==> src/rtl/demux_1_para_8_5bits_reg_pkg.sv <==
// Shared sizing constants and slot bit-position helper for the 1-to-8 result distributor.
package demux_1_para_8_5bits_reg_pkg;

  localparam int unsigned SLOT_W  = 5;
  localparam int unsigned N_SLOTS = 8;
  localparam int unsigned SEL_W   = 3;

  // Lowest bit of slot k inside the packed out_data bus.
  function automatic int unsigned slot_lsb(input int unsigned k);
    return SLOT_W * k;
  endfunction

endpackage

==> src/rtl/slot_reg_5bits.sv <==
// One holding slot: a data register plus a valid flag. A write in the same cycle as an ack
// wins, so the slot stays valid and takes the new data.
module slot_reg_5bits
  import demux_1_para_8_5bits_reg_pkg::*;
(
  input  logic              clk,
  input  logic              rst,
  input  logic              wr_en,
  input  logic [SLOT_W-1:0] wr_data,
  input  logic              ack,
  output logic [SLOT_W-1:0] data,
  output logic              valid
);

  // Slot state: reset clears, write loads and sets valid, ack alone only drops valid.
  always_ff @(posedge clk) begin
    if (rst) begin
      data  <= '0;
      valid <= 1'b0;
    end else if (wr_en) begin
      data  <= wr_data;
      valid <= 1'b1;
    end else if (ack) begin
      valid <= 1'b0;
    end
  end

endmodule

==> src/rtl/demux_1_para_8_5bits_reg.sv <==
// Registered 1-to-8 distributor for 5-bit results. Each accepted word lands in the slot named
// by in_sel or by the auto-increment pointer; each slot is freed by its own consumer ack.
module demux_1_para_8_5bits_reg
  import demux_1_para_8_5bits_reg_pkg::*;
(
  input  logic                       clk,
  input  logic                       rst,
  input  logic                       in_valid,
  output logic                       in_ready,
  input  logic [SLOT_W-1:0]          in_data,
  input  logic [SEL_W-1:0]           in_sel,
  input  logic                       auto_inc,
  output logic [N_SLOTS*SLOT_W-1:0]  out_data,
  output logic [N_SLOTS-1:0]         out_valid,
  input  logic [N_SLOTS-1:0]         out_ack,
  output logic [SEL_W-1:0]           wr_ptr,
  output logic [SEL_W:0]             occ_count
);

  localparam logic [SEL_W:0] OccOne = 1;

  logic [SEL_W-1:0]   tgt;
  logic               wr_fire;
  logic [N_SLOTS-1:0] wr_en;
  logic [SEL_W-1:0]   wr_ptr_q, wr_ptr_d;
  logic [SEL_W:0]     occ_q, occ_d;

  assign tgt = auto_inc ? wr_ptr_q : in_sel;
  // A full target can still accept when its consumer drains it in the same cycle.
  assign in_ready = ~rst & (~out_valid[tgt] | out_ack[tgt]);
  assign wr_fire  = in_valid & in_ready;

  // 3-to-8 write decode of the target slot.
  always_comb begin
    wr_en = '0;
    for (int k = 0; k < N_SLOTS; k++) begin
      wr_en[k] = wr_fire && (tgt == SEL_W'(k));
    end
  end

  for (genvar g = 0; g < N_SLOTS; g++) begin : gen_slot
    slot_reg_5bits u_slot (
      .clk     (clk),
      .rst     (rst),
      .wr_en   (wr_en[g]),
      .wr_data (in_data),
      .ack     (out_ack[g]),
      .data    (out_data[slot_lsb(g) +: SLOT_W]),
      .valid   (out_valid[g])
    );
  end

  // Next pointer and occupancy; acks overlapped by a same-slot write do not count.
  always_comb begin
    wr_ptr_d = wr_ptr_q;
    occ_d    = occ_q;
    if (wr_fire && auto_inc) begin
      wr_ptr_d = wr_ptr_q + 1'b1;
    end
    if (wr_fire && !out_valid[tgt]) begin
      occ_d = occ_d + OccOne;
    end
    for (int k = 0; k < N_SLOTS; k++) begin
      if (out_ack[k] && out_valid[k] && !wr_en[k]) begin
        occ_d = occ_d - OccOne;
      end
    end
  end

  // Pointer and occupancy registers.
  always_ff @(posedge clk) begin
    if (rst) begin
      wr_ptr_q <= '0;
      occ_q    <= '0;
    end else begin
      wr_ptr_q <= wr_ptr_d;
      occ_q    <= occ_d;
    end
  end

  assign wr_ptr    = wr_ptr_q;
  assign occ_count = occ_q;

endmodule
==> config.mk <==
export PLATFORM = sky130hd
export DESIGN_NAME = demux_1_para_8_5bits_reg
export DESIGN_NICKNAME = d
export VERILOG_FILES = /design/src/rtl/demux_1_para_8_5bits_reg_pkg.sv /design/src/rtl/slot_reg_5bits.sv /design/src/rtl/demux_1_para_8_5bits_reg.sv
export SDC_FILE = /design/constraint.sdc
export NUM_CORES = 1
export LEC_CHECK = 0
export ABC_CLOCK_PERIOD_IN_PS = 6880
export CORE_MARGIN = 2
export CORE_UTILIZATION = 52
export CTS_BUF_LIST = sky130_fd_sc_hd__clkbuf_4 sky130_fd_sc_hd__clkbuf_8
export CTS_CLUSTER_DIAMETER = 120
export DETAILED_ROUTE_END_ITERATION = 16
export PLACE_DENSITY_LB_ADDON = 0.05
export SETUP_SLACK_MARGIN = 0.05
export SKIP_LAST_GASP = 1
export SYNTH_ARGS = -nofsm -noshare
export SYNTH_HDL_FRONTEND = slang
export SYNTH_SLANG_ARGS = --single-unit
==> constraint.sdc <==
create_clock -name clk -period 6.88 [get_ports clk]
set_input_delay 1.72 -clock clk [delete_from_list [all_inputs] [get_ports clk]]
set_output_delay 1.72 -clock clk [all_outputs]
set_load 0.01 [all_outputs]
# == Yosys cells after proc, flatten, opt, wreduce, memory -nomap -nowiden ==
# Cells that the tools add are included.
# W data, S select, Z words.
# totals
register_bits,55
out_inout_bits,56
wordCells,115
# op_classes
addsub,10
n_lt_le_gt_ge,1
eq_ne,7
muxes,30
n_bitwise,5
n_reduce_logical,44
# op_table
op,count
$mux W4,9
$sub A4 B1 Y4 const B,8
$logic_and A1 B1 Y1,26
$mux W1,18
$reduce_bool A2 Y1,8
$eq A3 B3 Y1 const B,4
$logic_not A1 Y1,9
$bmux W1 S3,2
$eq A3 B2 Y1 const B,2
$add A4 B1 Y4 const B,1
$lt A3 B4 Y1 const B,1
$add A3 B1 Y3 const B,1
$eq A3 B1 Y1 const B,1
$logic_not A3 Y1,1
$mux W3,1
$and A1 B1 Y1,2
$not A1 Y1,2
$or A1 B1 Y1,1

# == Longest topological paths before layout ==
# Gate-level depths: netlist of run 1.
# depth
word_depth,25
ltp_mapped,23

# == Hierarchy ==
# Synthesis of run 1 repeated with hierarchy kept, for this count alone.
# unflattened
hier_cells,375
area_unflattened_um2,3475.8
# modules_own_cells
module,instances,cells_each,area_per_inst_um2,seq_area_each_um2
demux_1_para_8_5bits_reg,1,215,1754.2,140.1
slot_reg_5bits,8,20,215.2,120.1

# == Worst setup path after synthesis of run 1 ==
# Ideal clock, no wire load.
# synth_timing
path_type,input to register
from,input in_sel[1]
to,register occ_q[3] (netlist: occ_count[3])
setup_time_ns,0.121
arrival_ns,6.271
t_required_ns,6.759
path_slack_ns,0.488
stages,22
n_path_buf,1
cell_sequence,buf_2 mux2_1 a221o_1 a221o_1 a21oi_2 nor3_2 o311ai_0 nand2_1 ha_1 nor2_1 a31oi_1 ha_1 nand2_1 nand2_1 ha_1 nand2_1 o32a_1 o22ai_1 xor3_1 a211oi_1 nor2_1 mux2_4
# synth_between
elab_chain_cells,25
elab_cells_between_ends,60
# synth_lines
element,line_no,source
"start, declared",demux_1_para_8_5bits_reg.sv:11,"input logic [SEL_W-1:0] in_sel,"
$mux W3 (*),demux_1_para_8_5bits_reg.sv:28,assign tgt = auto_inc ? wr_ptr_q : in_sel;
$bmux W1 S3,"demux_1_para_8_5bits_reg.sv:30, demux_1_para_8_5bits_reg.sv:60",
$mux W1 (implied by the code),"demux_1_para_8_5bits_reg.sv:30, demux_1_para_8_5bits_reg.sv:60",
$not A1 Y1,demux_1_para_8_5bits_reg.sv:30,assign in_ready = ~rst & (~out_valid[tgt] | out_ack[tgt]);
$or A1 B1 Y1,demux_1_para_8_5bits_reg.sv:30,
$and A1 B1 Y1,demux_1_para_8_5bits_reg.sv:30,
$and A1 B1 Y1,demux_1_para_8_5bits_reg.sv:31,assign wr_fire = in_valid & in_ready;
$logic_and A1 B1 Y1 (on tied branches),"demux_1_para_8_5bits_reg.sv:60, demux_1_para_8_5bits_reg.sv:37",
[... 9 more ...],--,
$sub A4 B1 Y4,demux_1_para_8_5bits_reg.sv:65,occ_d = occ_d - OccOne;
$mux W4,demux_1_para_8_5bits_reg.sv:64,if (out_ack[k] && out_valid[k] && !wr_en[k]) begin
$sub A4 B1 Y4,demux_1_para_8_5bits_reg.sv:65,
$mux W4,demux_1_para_8_5bits_reg.sv:64,
$sub A4 B1 Y4,demux_1_para_8_5bits_reg.sv:65,
$mux W4,demux_1_para_8_5bits_reg.sv:64,
$sub A4 B1 Y4,demux_1_para_8_5bits_reg.sv:65,
$mux W4 (*),demux_1_para_8_5bits_reg.sv:64,
"end signal, assigned",demux_1_para_8_5bits_reg.sv:74,occ_q <= '0;
"end signal, assigned",demux_1_para_8_5bits_reg.sv:77,occ_q <= occ_d;
"end, declared",demux_1_para_8_5bits_reg.sv:26,"logic [SEL_W:0] occ_q, occ_d;"
# Every way passes the cells marked *; elsewhere a longest branch is shown, timed or not. The select of a mux whose other input is x is not followed.
# A chain may end at the register's enable or synchronous reset.

# == Worst setup path in the final report of run 1 ==
# Same ends and word-level chain as after synthesis.

==> results.cfg, run 1 <==
[layout]
final_core_utilization_pct = 67.6
layout_cells_sized_above_1_pct = 10.0
nets = 465
fillCellCount = 549
ant_diodes = 0
area.growth.synth_to_final_pct = 27.4

[logic_synthesis]
netlist_instances = 372
synthesis.area_mm2 = 0.00331
ys_seq_area_share_pct = 33.3
post-synth-top-count-cell = sky130_fd_sc_hd__dfxtp_1
yosysTopAreaCell = sky130_fd_sc_hd__dfxtp_1
synth_top_cells_by_count = 55 x sky130_fd_sc_hd__dfxtp_1, 54 x sky130_fd_sc_hd__nor2_1, 42 x sky130_fd_sc_hd__mux2i_1
synth_top_family_by_area = simple AND/OR/NAND/NOR gates
post_synth_num_cell_types = 63
synth_seq_cells = 55
postSynth.asyncResetShare_pct = 0
yosysWarnings = 0
area_share_of_the_largest_cell_type_after_synthesis_pct = 33.3
yosys-top-cells-area = sky130_fd_sc_hd__dfxtp_1 33%, sky130_fd_sc_hd__mux2i_1 13%, sky130_fd_sc_hd__nor2_1 6.1%, sky130_fd_sc_hd__nand2_1 3.9%, sky130_fd_sc_hd__xnor2_1 2.9%
mappedNetlistNets = 399
synth_enable_flop_cells = 0
synth_simple_gate_area_share_pct = 19.6
synth-compound-area-share_pct = 15.1
post_synthesis_adder_cell_area_fraction_pct = 2.65
syn_area_per_cell_um2 = 8.90
post_synth_xor_area_fraction_pct = 7.29
synth-main-ff-cell = sky130_fd_sc_hd__dfxtp_1
yosys-mux-area-fraction_pct = 17.1

[hold_path]
worstHoldEndpoint = gen_slot[3].u_slot.data[3]$_SDFFE_PP0P_
hp-class = reg2reg
worst_hold_startpoint = gen_slot[3].u_slot.data[3]$_SDFFE_PP0P_
hold_path_depth = 2

[critical_path]
regToRegSetupSlack_ns = 1.67
crit_type = in2reg
critPathArrivalTime_ns = 6.63
endpoint_kind = flop
reg2reg_depth = 21
worstPathMaxFanout = 9
worstReg2RegStart = wr_ptr[1]$_SDFFE_PP0P_
crit-reg2reg-capture = occ_count[3]$_SDFF_PP0_
worst-endpoint-required_ns = 7.09
category_of_the_worst_setup_path_launch_point = input pin

[status]
run_status = finished clean

[timing]
fin_worst_skew_ns = 0.00909
max_slew_headroom_at_the_worst_pin_pct = 51.4
setup_repair_after_global_routing_missed_its_margin = false
timing_worst_slew_pin_value_ns = 0.726
hold_viol = 0
finalCritPeriodShare_pct = 93.3
maxSlewViolCount = 0
period_minus_slack_ns = 6.42
clock.fmax_mhz = 156
setup-violations-final = 0

[global_routing]
grt_max_degree = 58
grt_first_pass_wirelength_um = 14100
grt_remaining_overflow = 0
initial_antenna_violation_count = 0
first_global_vias = 2782
grtUsageTotal_pct = 24.5

[route]
finalWirelength_um = 8440
route.detailed.vias_per_inst = 5.65
antenna_violating_nets_left = 0
vias = 2915
wl_per_cell_um = 16.3
drc_errors = 0
dr.first_iter.drc_count = 110
drt_pass1_iterations = 4

[die]
floorplan.initialDensity_pct = 53.0
floorplan.die.width_um = 83.8
fp.coreArea_mm2 = 0.00624
die_h_um = 83.8
die_area_mm2 = 0.00702
floorplan.io_pins = 76
num_rows = 29

[place]
gp_routability_congestion = 0.858
detailed_place_hpwl_um = 6220
port_buffers = 75

[clock_tree]
cts_hold_buf = 0
clock_root_cell = sky130_fd_sc_hd__clkbuf_8
clk_pin_slew_worst_paths_ns = 0.10
clkSinkCount = 55
max-clock-path-buffers = 2
cts_tree = yes
clk_latency_ns = 0.31
numCtsBuffers = 5
cts_htree_levels = 2

[power]
total_switching_power_w = 0.000210
share_comb_of_total_power_pct = 24.2
design_power_total_w = 0.000705
internal_power_w = 0.000495
power.share.sequential_pct = 47.4
pwr_density_cell_mw_per_mm2 = 167
vdd_ir_drop_max_mv = 0.133
static_leakage_nw = 1.68
switching_share_of_power_pct = 29.8
clock_power_share_pct = 28.3

[run]
maxCapViolations = 0
flip-flops by register name, summed over array words and instances, names as in the netlist:
signal / flops
gen_slot.u_slot.data: 40
occ_count: 4
wr_ptr: 3
gen_slot.u_slot.valid: 8
power by group through the flow:
stage / logic (W) / registers (W) / clock network [W]
3_5_place_dp: 0.000169 / 0.000342 / 0
3_3_place_gp: 0.000166 / 0.000341 / 0
2_1_floorplan: 0.000117 / 0.000341 / 0
4_1_cts: 0.000169 / 0.000334 / 0.000204
5_1_grt: 0.000190 / 0.000336 / 0.000216
6_report: 0.000171 / 0.000334 / 0.000200
cell usage in the layout, fill, tap and decap left out, types with 3 or more instances in the layout:
master and count:
sky130_fd_sc_hd__o21ai_0 3, sky130_fd_sc_hd__a22o_1 3, sky130_fd_sc_hd__xor2_1 6, sky130_fd_sc_hd__a221o_1 3, sky130_fd_sc_hd__a21oi_1 18, sky130_fd_sc_hd__buf_4 13, sky130_fd_sc_hd__a31oi_1 5, sky130_fd_sc_hd__or2_2 3
sky130_fd_sc_hd__and3_1 6, sky130_fd_sc_hd__inv_1 5, sky130_fd_sc_hd__clkdlybuf4s50_1 74, sky130_fd_sc_hd__nor2b_1 3, sky130_fd_sc_hd__nor2_1 54, sky130_fd_sc_hd__a211oi_1 3, sky130_fd_sc_hd__nand3_1 15, sky130_fd_sc_hd__xnor2_1 11
sky130_fd_sc_hd__nand2b_1 8, sky130_fd_sc_hd__ha_1 7, sky130_fd_sc_hd__clkbuf_8 6, sky130_fd_sc_hd__dfxtp_1 55, sky130_fd_sc_hd__o22ai_1 4, sky130_fd_sc_hd__mux2_1 3, sky130_fd_sc_hd__nand2_1 34, sky130_fd_sc_hd__mux2i_1 42
layer usage:
metal / share of wire [%] / up-vias / routed length [um] / global-route usage (%)
met1: 46 / 1383 / 3890 / 32.9
met4: 1.4 / 0 / 121 / 5.72
met3: 5.7 / 11 / 485 / 6.33
li1: - / 1453 / - / -
met5: 0 / - / 0 / 0
met2: 47 / 68 / 3930 / 39.6
cell type report:
| cell class | instances | area, um2 | share of cell area [%] |
|---|---|---|---|
| multi-input cells | 283 | 2060 | 48.8 |
| flip-flops and latches | 55 | 1100 | 26.1 |
| repair buffers | 88 | 843 | 20.0 |
| well taps | 77 | 96.3 | 2.28 |
| clock buffers | 6 | 82.6 | 1.96 |
| clock inverters | 2 | 20.0 | 0.474 |
| inverters | 5 | 18.8 | 0.445 |
worst max path at each step:
stage	slack (ns)	cells past startpoint	endpoint	start
2_1_floorplan	0.49	22	occ_count[3]$_SDFF_PP0_	in_sel[1]
3_3_place_gp	0.12	22	occ_count[3]$_SDFF_PP0_	in_sel[1]
5_1_grt	0.13	23	occ_count[3]$_SDFF_PP0_	in_sel[1]
4_1_cts	0.24	23	occ_count[3]$_SDFF_PP0_	in_sel[1]
3_5_place_dp	-0.08	23	occ_count[3]$_SDFF_PP0_	in_sel[1]
6_report	0.46	23	occ_count[3]$_SDFF_PP0_	in_sel[1]
per-stage QoR:
stage	setup slack, ns	instances	hold WS [ns]	TNS, ns	instance area, um2
after floorplan	0.488	372	0.481	0	3310
after global placement	0.123	508	0.443	0	4100
after detailed placement	-0.0797	508	0.452	-0.0797	4100
after CTS	0.245	516	0.467	0	4200
after global routing	0.129	516	0.491	0	4220
final	0.458	516	0.466	0	4220
critical path, cell delays in order:
cell and delay [ns]:
sky130_fd_sc_hd__clkdlybuf4s50_1 0.44, sky130_fd_sc_hd__buf_4 0.18, sky130_fd_sc_hd__nor2b_1 0.15, sky130_fd_sc_hd__a221o_1 0.38, sky130_fd_sc_hd__a221o_1 0.38, sky130_fd_sc_hd__nand2_1 0.11, sky130_fd_sc_hd__mux2_2 0.38, sky130_fd_sc_hd__a211o_1 0.27
sky130_fd_sc_hd__nand2_1 0.09, sky130_fd_sc_hd__ha_1 0.23, sky130_fd_sc_hd__nor2_1 0.14, sky130_fd_sc_hd__a31oi_1 0.06, sky130_fd_sc_hd__ha_1 0.29, sky130_fd_sc_hd__nand2_1 0.08, sky130_fd_sc_hd__nand2_1 0.06, sky130_fd_sc_hd__ha_1 0.27
sky130_fd_sc_hd__nand2_1 0.05, sky130_fd_sc_hd__o32a_1 0.17, sky130_fd_sc_hd__o22ai_1 0.25, sky130_fd_sc_hd__xor3_1 0.31, sky130_fd_sc_hd__a211oi_1 0.24, sky130_fd_sc_hd__nor2_1 0.07, sky130_fd_sc_hd__mux2_4 0.28
logic make-up after synthesis:
family / Yosys count
compound gates: 66
simple gates: 137
buf+inv: 34
flops: 55
xor+xnor: 21
fa+ha+maj: 7
mux: 52
what timing repair did:
action / in CTS / in global routing
setup endpoints to repair: 0 / 2
gates resized for setup: 0 / 3
buffers inserted: 0 / 0
hold endpoints to repair: 0 / 0
Power figures use the tool's default switching activity.
==> run 2, diff against run 1 <==
--- a/config.mk
+++ b/config.mk
@@ -6,13 +6,13 @@
 export NUM_CORES = 1
 export LEC_CHECK = 0
 export ABC_CLOCK_PERIOD_IN_PS = 6880
-export CORE_MARGIN = 2
 export CORE_UTILIZATION = 52
 export CTS_BUF_LIST = sky130_fd_sc_hd__clkbuf_4 sky130_fd_sc_hd__clkbuf_8
 export CTS_CLUSTER_DIAMETER = 120
 export DETAILED_ROUTE_END_ITERATION = 16
 export PLACE_DENSITY_LB_ADDON = 0.05
 export SETUP_SLACK_MARGIN = 0.05
+export SKIP_CTS_REPAIR_TIMING = 1
 export SKIP_LAST_GASP = 1
 export SYNTH_ARGS = -nofsm -noshare
 export SYNTH_HDL_FRONTEND = slang
==> run 2 against run 1 <==
Against the previous run: clock power decreased by 7%; sequential power about the same; via count increased by 0.79%; clock skew decreased by 0.0025 ns; sequential share of layout area increased by 0.17 points; clock-buffer cell count unchanged; largest power group unchanged; highest routed layer unchanged.
==> results.cfg, run 2 (synthesis gave the netlist of run 1 again) <==
[hold_path]
worstHoldEndpoint = gen_slot[3].u_slot.data[3]$_SDFFE_PP0P_
hp-class = reg2reg
worst_hold_startpoint = gen_slot[3].u_slot.data[3]$_SDFFE_PP0P_
hold_path_depth = 2

[die]
floorplan.io_pins = 76
die_area_mm2 = 0.00669
die_h_um = 81.8
fp.coreArea_mm2 = 0.00603
floorplan.initialDensity_pct = 54.9
floorplan.die.width_um = 81.8
num_rows = 28

[timing]
hold_viol = 0
period_minus_slack_ns = 6.39
timing_worst_slew_pin_value_ns = 0.738
maxSlewViolCount = 0
setup-violations-final = 0
tns_ns = 0
finalCritPeriodShare_pct = 92.9
clock.fmax_mhz = 156
fin_worst_skew_ns = 0.00655
max_slew_headroom_at_the_worst_pin_pct = 50.6
setup_repair_after_global_routing_missed_its_margin = false
worst_slack_ns = 0.487

[critical_path]
reg2reg_depth = 22
timing.critical_path.cells = clkdlybuf4s50_1 > nor2b_1 > a221o_1 > a221o_1 > a21oi_2 > buf_4 > o21ai_2 > a211o_1 > nand2_1 > ha_1 > nor2_1 > a31oi_1 > ha_1 > nand2_1 > nand2_1 > ha_1 > nand2_1 > o32a_1 > o22ai_1 > xor3_1 > a211oi_1 > nor2_1 > mux2_4
category_of_the_worst_setup_path_launch_point = input pin
worstReg2RegStart = wr_ptr[1]$_SDFFE_PP0P_
critPathTopFamily = compound AO/OA/AOI/OAI gates
crit_type = in2reg
cp_slowest_stage_delay_ns = 0.65
crit_top_cell = sky130_fd_sc_hd__nand2_1
endpoint_kind = flop
crit-reg2reg-capture = occ_count[3]$_SDFF_PP0_
critPathSlowestCell = sky130_fd_sc_hd__clkdlybuf4s50_1
critPathArrivalTime_ns = 6.60
worst-endpoint-required_ns = 7.09
path_buf_inv = 2
regToRegSetupSlack_ns = 1.71
worstPathMaxFanout = 9

[clock_tree]
clk_latency_ns = 0.31
clk_pin_slew_worst_paths_ns = 0.10
cts_tree = yes
numCtsBuffers = 5
max-clock-path-buffers = 2
clkSinkCount = 55
cts_htree_levels = 2
clock_root_cell = sky130_fd_sc_hd__clkbuf_8

[route]
dr.first_iter.drc_count = 141
drc_errors = 0
finalWirelength_um = 8260
route.detailed.vias_per_inst = 5.72
drt_pass1_iterations = 4
vias = 2938
wl_per_cell_um = 16.1
antenna_violating_nets_left = 0

[layout]
nets = 465
final_cell_count_no_fill = 514
layout_cells_sized_above_1_pct = 9.79
fin_area_mm2 = 0.00419
mostFrequentLayoutCell = sky130_fd_sc_hd__clkdlybuf4s50_1
largest_register = gen_slot.u_slot.data
area.growth.synth_to_final_pct = 26.6
final_core_utilization_pct = 69.6
ant_diodes = 0
layout_common_cells = 74 x sky130_fd_sc_hd__clkdlybuf4s50_1, 55 x sky130_fd_sc_hd__dfxtp_1, 54 x sky130_fd_sc_hd__nor2_1
largest_register_ffs = 40

[global_routing]
initial_antenna_violation_count = 0
grtUsageTotal_pct = 26.1
grt_max_degree = 58
first_global_vias = 2685
grt_remaining_overflow = 0
grt_first_pass_wirelength_um = 13200

[place]
detailed_place_hpwl_um = 6170
port_buffers = 75
place_worst_setup_slack_ns = 0.0100
dpl.cell_count = 506
gp_routability_congestion = 0.823
placement.cell_area_mm2 = 0.00410

[status]
run_status = finished clean

[run]
maxCapViolations = 0

[power]
pwr_density_cell_mw_per_mm2 = 165
static_leakage_nw = 1.67
vdd_ir_drop_max_mv = 0.128
-- run 2: report_power, final --
| part | leakage, nW | total, W | switching (W) | internal [W] |
|---|---|---|---|---|
| Sequential | 0.444 | 0.000334 | 0.00000896 | 0.000325 |
| Combinational | 1.18 | 0.000169 | 0.0000852 | 0.0000842 |
| Clock | 0.0452 | 0.000187 | 0.000110 | 0.0000774 |
| Total | 1.67 | 0.000691 | 0.000204 | 0.000487 |
-- run 2: layer usage --
layer | track usage, % | wire (um)
met1 | 33.6 | 3720
met2 | 44.0 | 3990
met3 | 5.89 | 443
met4 | 6.32 | 112
met5 | 0 | 0
-- run 2: final cells by class --
class / instances / area [um2]
multi-input cells: 283 / 2040
fillers: 504 / 1830
flip-flops and latches: 55 / 1100
repair buffers: 88 / 843
well taps: 75 / 93.8
clock buffers: 6 / 76.3
inverters: 5 / 18.8
clock inverters: 2 / 16.3
-- run 2: stage by stage --
stage	total power, W	hold WS [ns]
after global routing	0.000729	0.491
after CTS	0.000697	0.466
after floorplan	0.000458	0.481
after detailed placement	0.000510	0.452
final	0.000691	0.468
after global placement	0.000507	0.444
-- run 2: worst register-to-register path, stage by stage, from the launching register on --
cell	delay [ns]
sky130_fd_sc_hd__dfxtp_1	0.61
sky130_fd_sc_hd__mux2_1	0.38
sky130_fd_sc_hd__a221o_1	0.35
sky130_fd_sc_hd__a221o_1	0.43
sky130_fd_sc_hd__a21oi_2	0.19
sky130_fd_sc_hd__buf_4	0.14
sky130_fd_sc_hd__o21ai_2	0.09
sky130_fd_sc_hd__a211o_1	0.35
sky130_fd_sc_hd__nand2_1	0.09
sky130_fd_sc_hd__ha_1	0.23
sky130_fd_sc_hd__nor2_1	0.14
sky130_fd_sc_hd__a31oi_1	0.06
sky130_fd_sc_hd__ha_1	0.30
sky130_fd_sc_hd__nand2_1	0.08
sky130_fd_sc_hd__nand2_1	0.05
sky130_fd_sc_hd__ha_1	0.27
sky130_fd_sc_hd__nand2_1	0.04
sky130_fd_sc_hd__o32a_1	0.16
sky130_fd_sc_hd__o22ai_1	0.24
sky130_fd_sc_hd__xor3_1	0.30
sky130_fd_sc_hd__a211oi_1	0.23
sky130_fd_sc_hd__nor2_1	0.06
sky130_fd_sc_hd__mux2_4	0.28
-- run 2: worst max path at each step --
stage	from	to	slack, ns	depth (start not counted)
2_1_floorplan	in_sel[1]	occ_count[3]$_SDFF_PP0_	0.49	22
3_3_place_gp	in_sel[1]	occ_count[3]$_SDFF_PP0_	0.15	23
3_5_place_dp	in_sel[0]	occ_count[3]$_SDFF_PP0_	0.01	22
4_1_cts	in_sel[0]	occ_count[3]$_SDFF_PP0_	0.34	22
5_1_grt	in_sel[1]	occ_count[3]$_SDFF_PP0_	0.13	24
6_report	in_sel[0]	occ_count[3]$_SDFF_PP0_	0.49	23
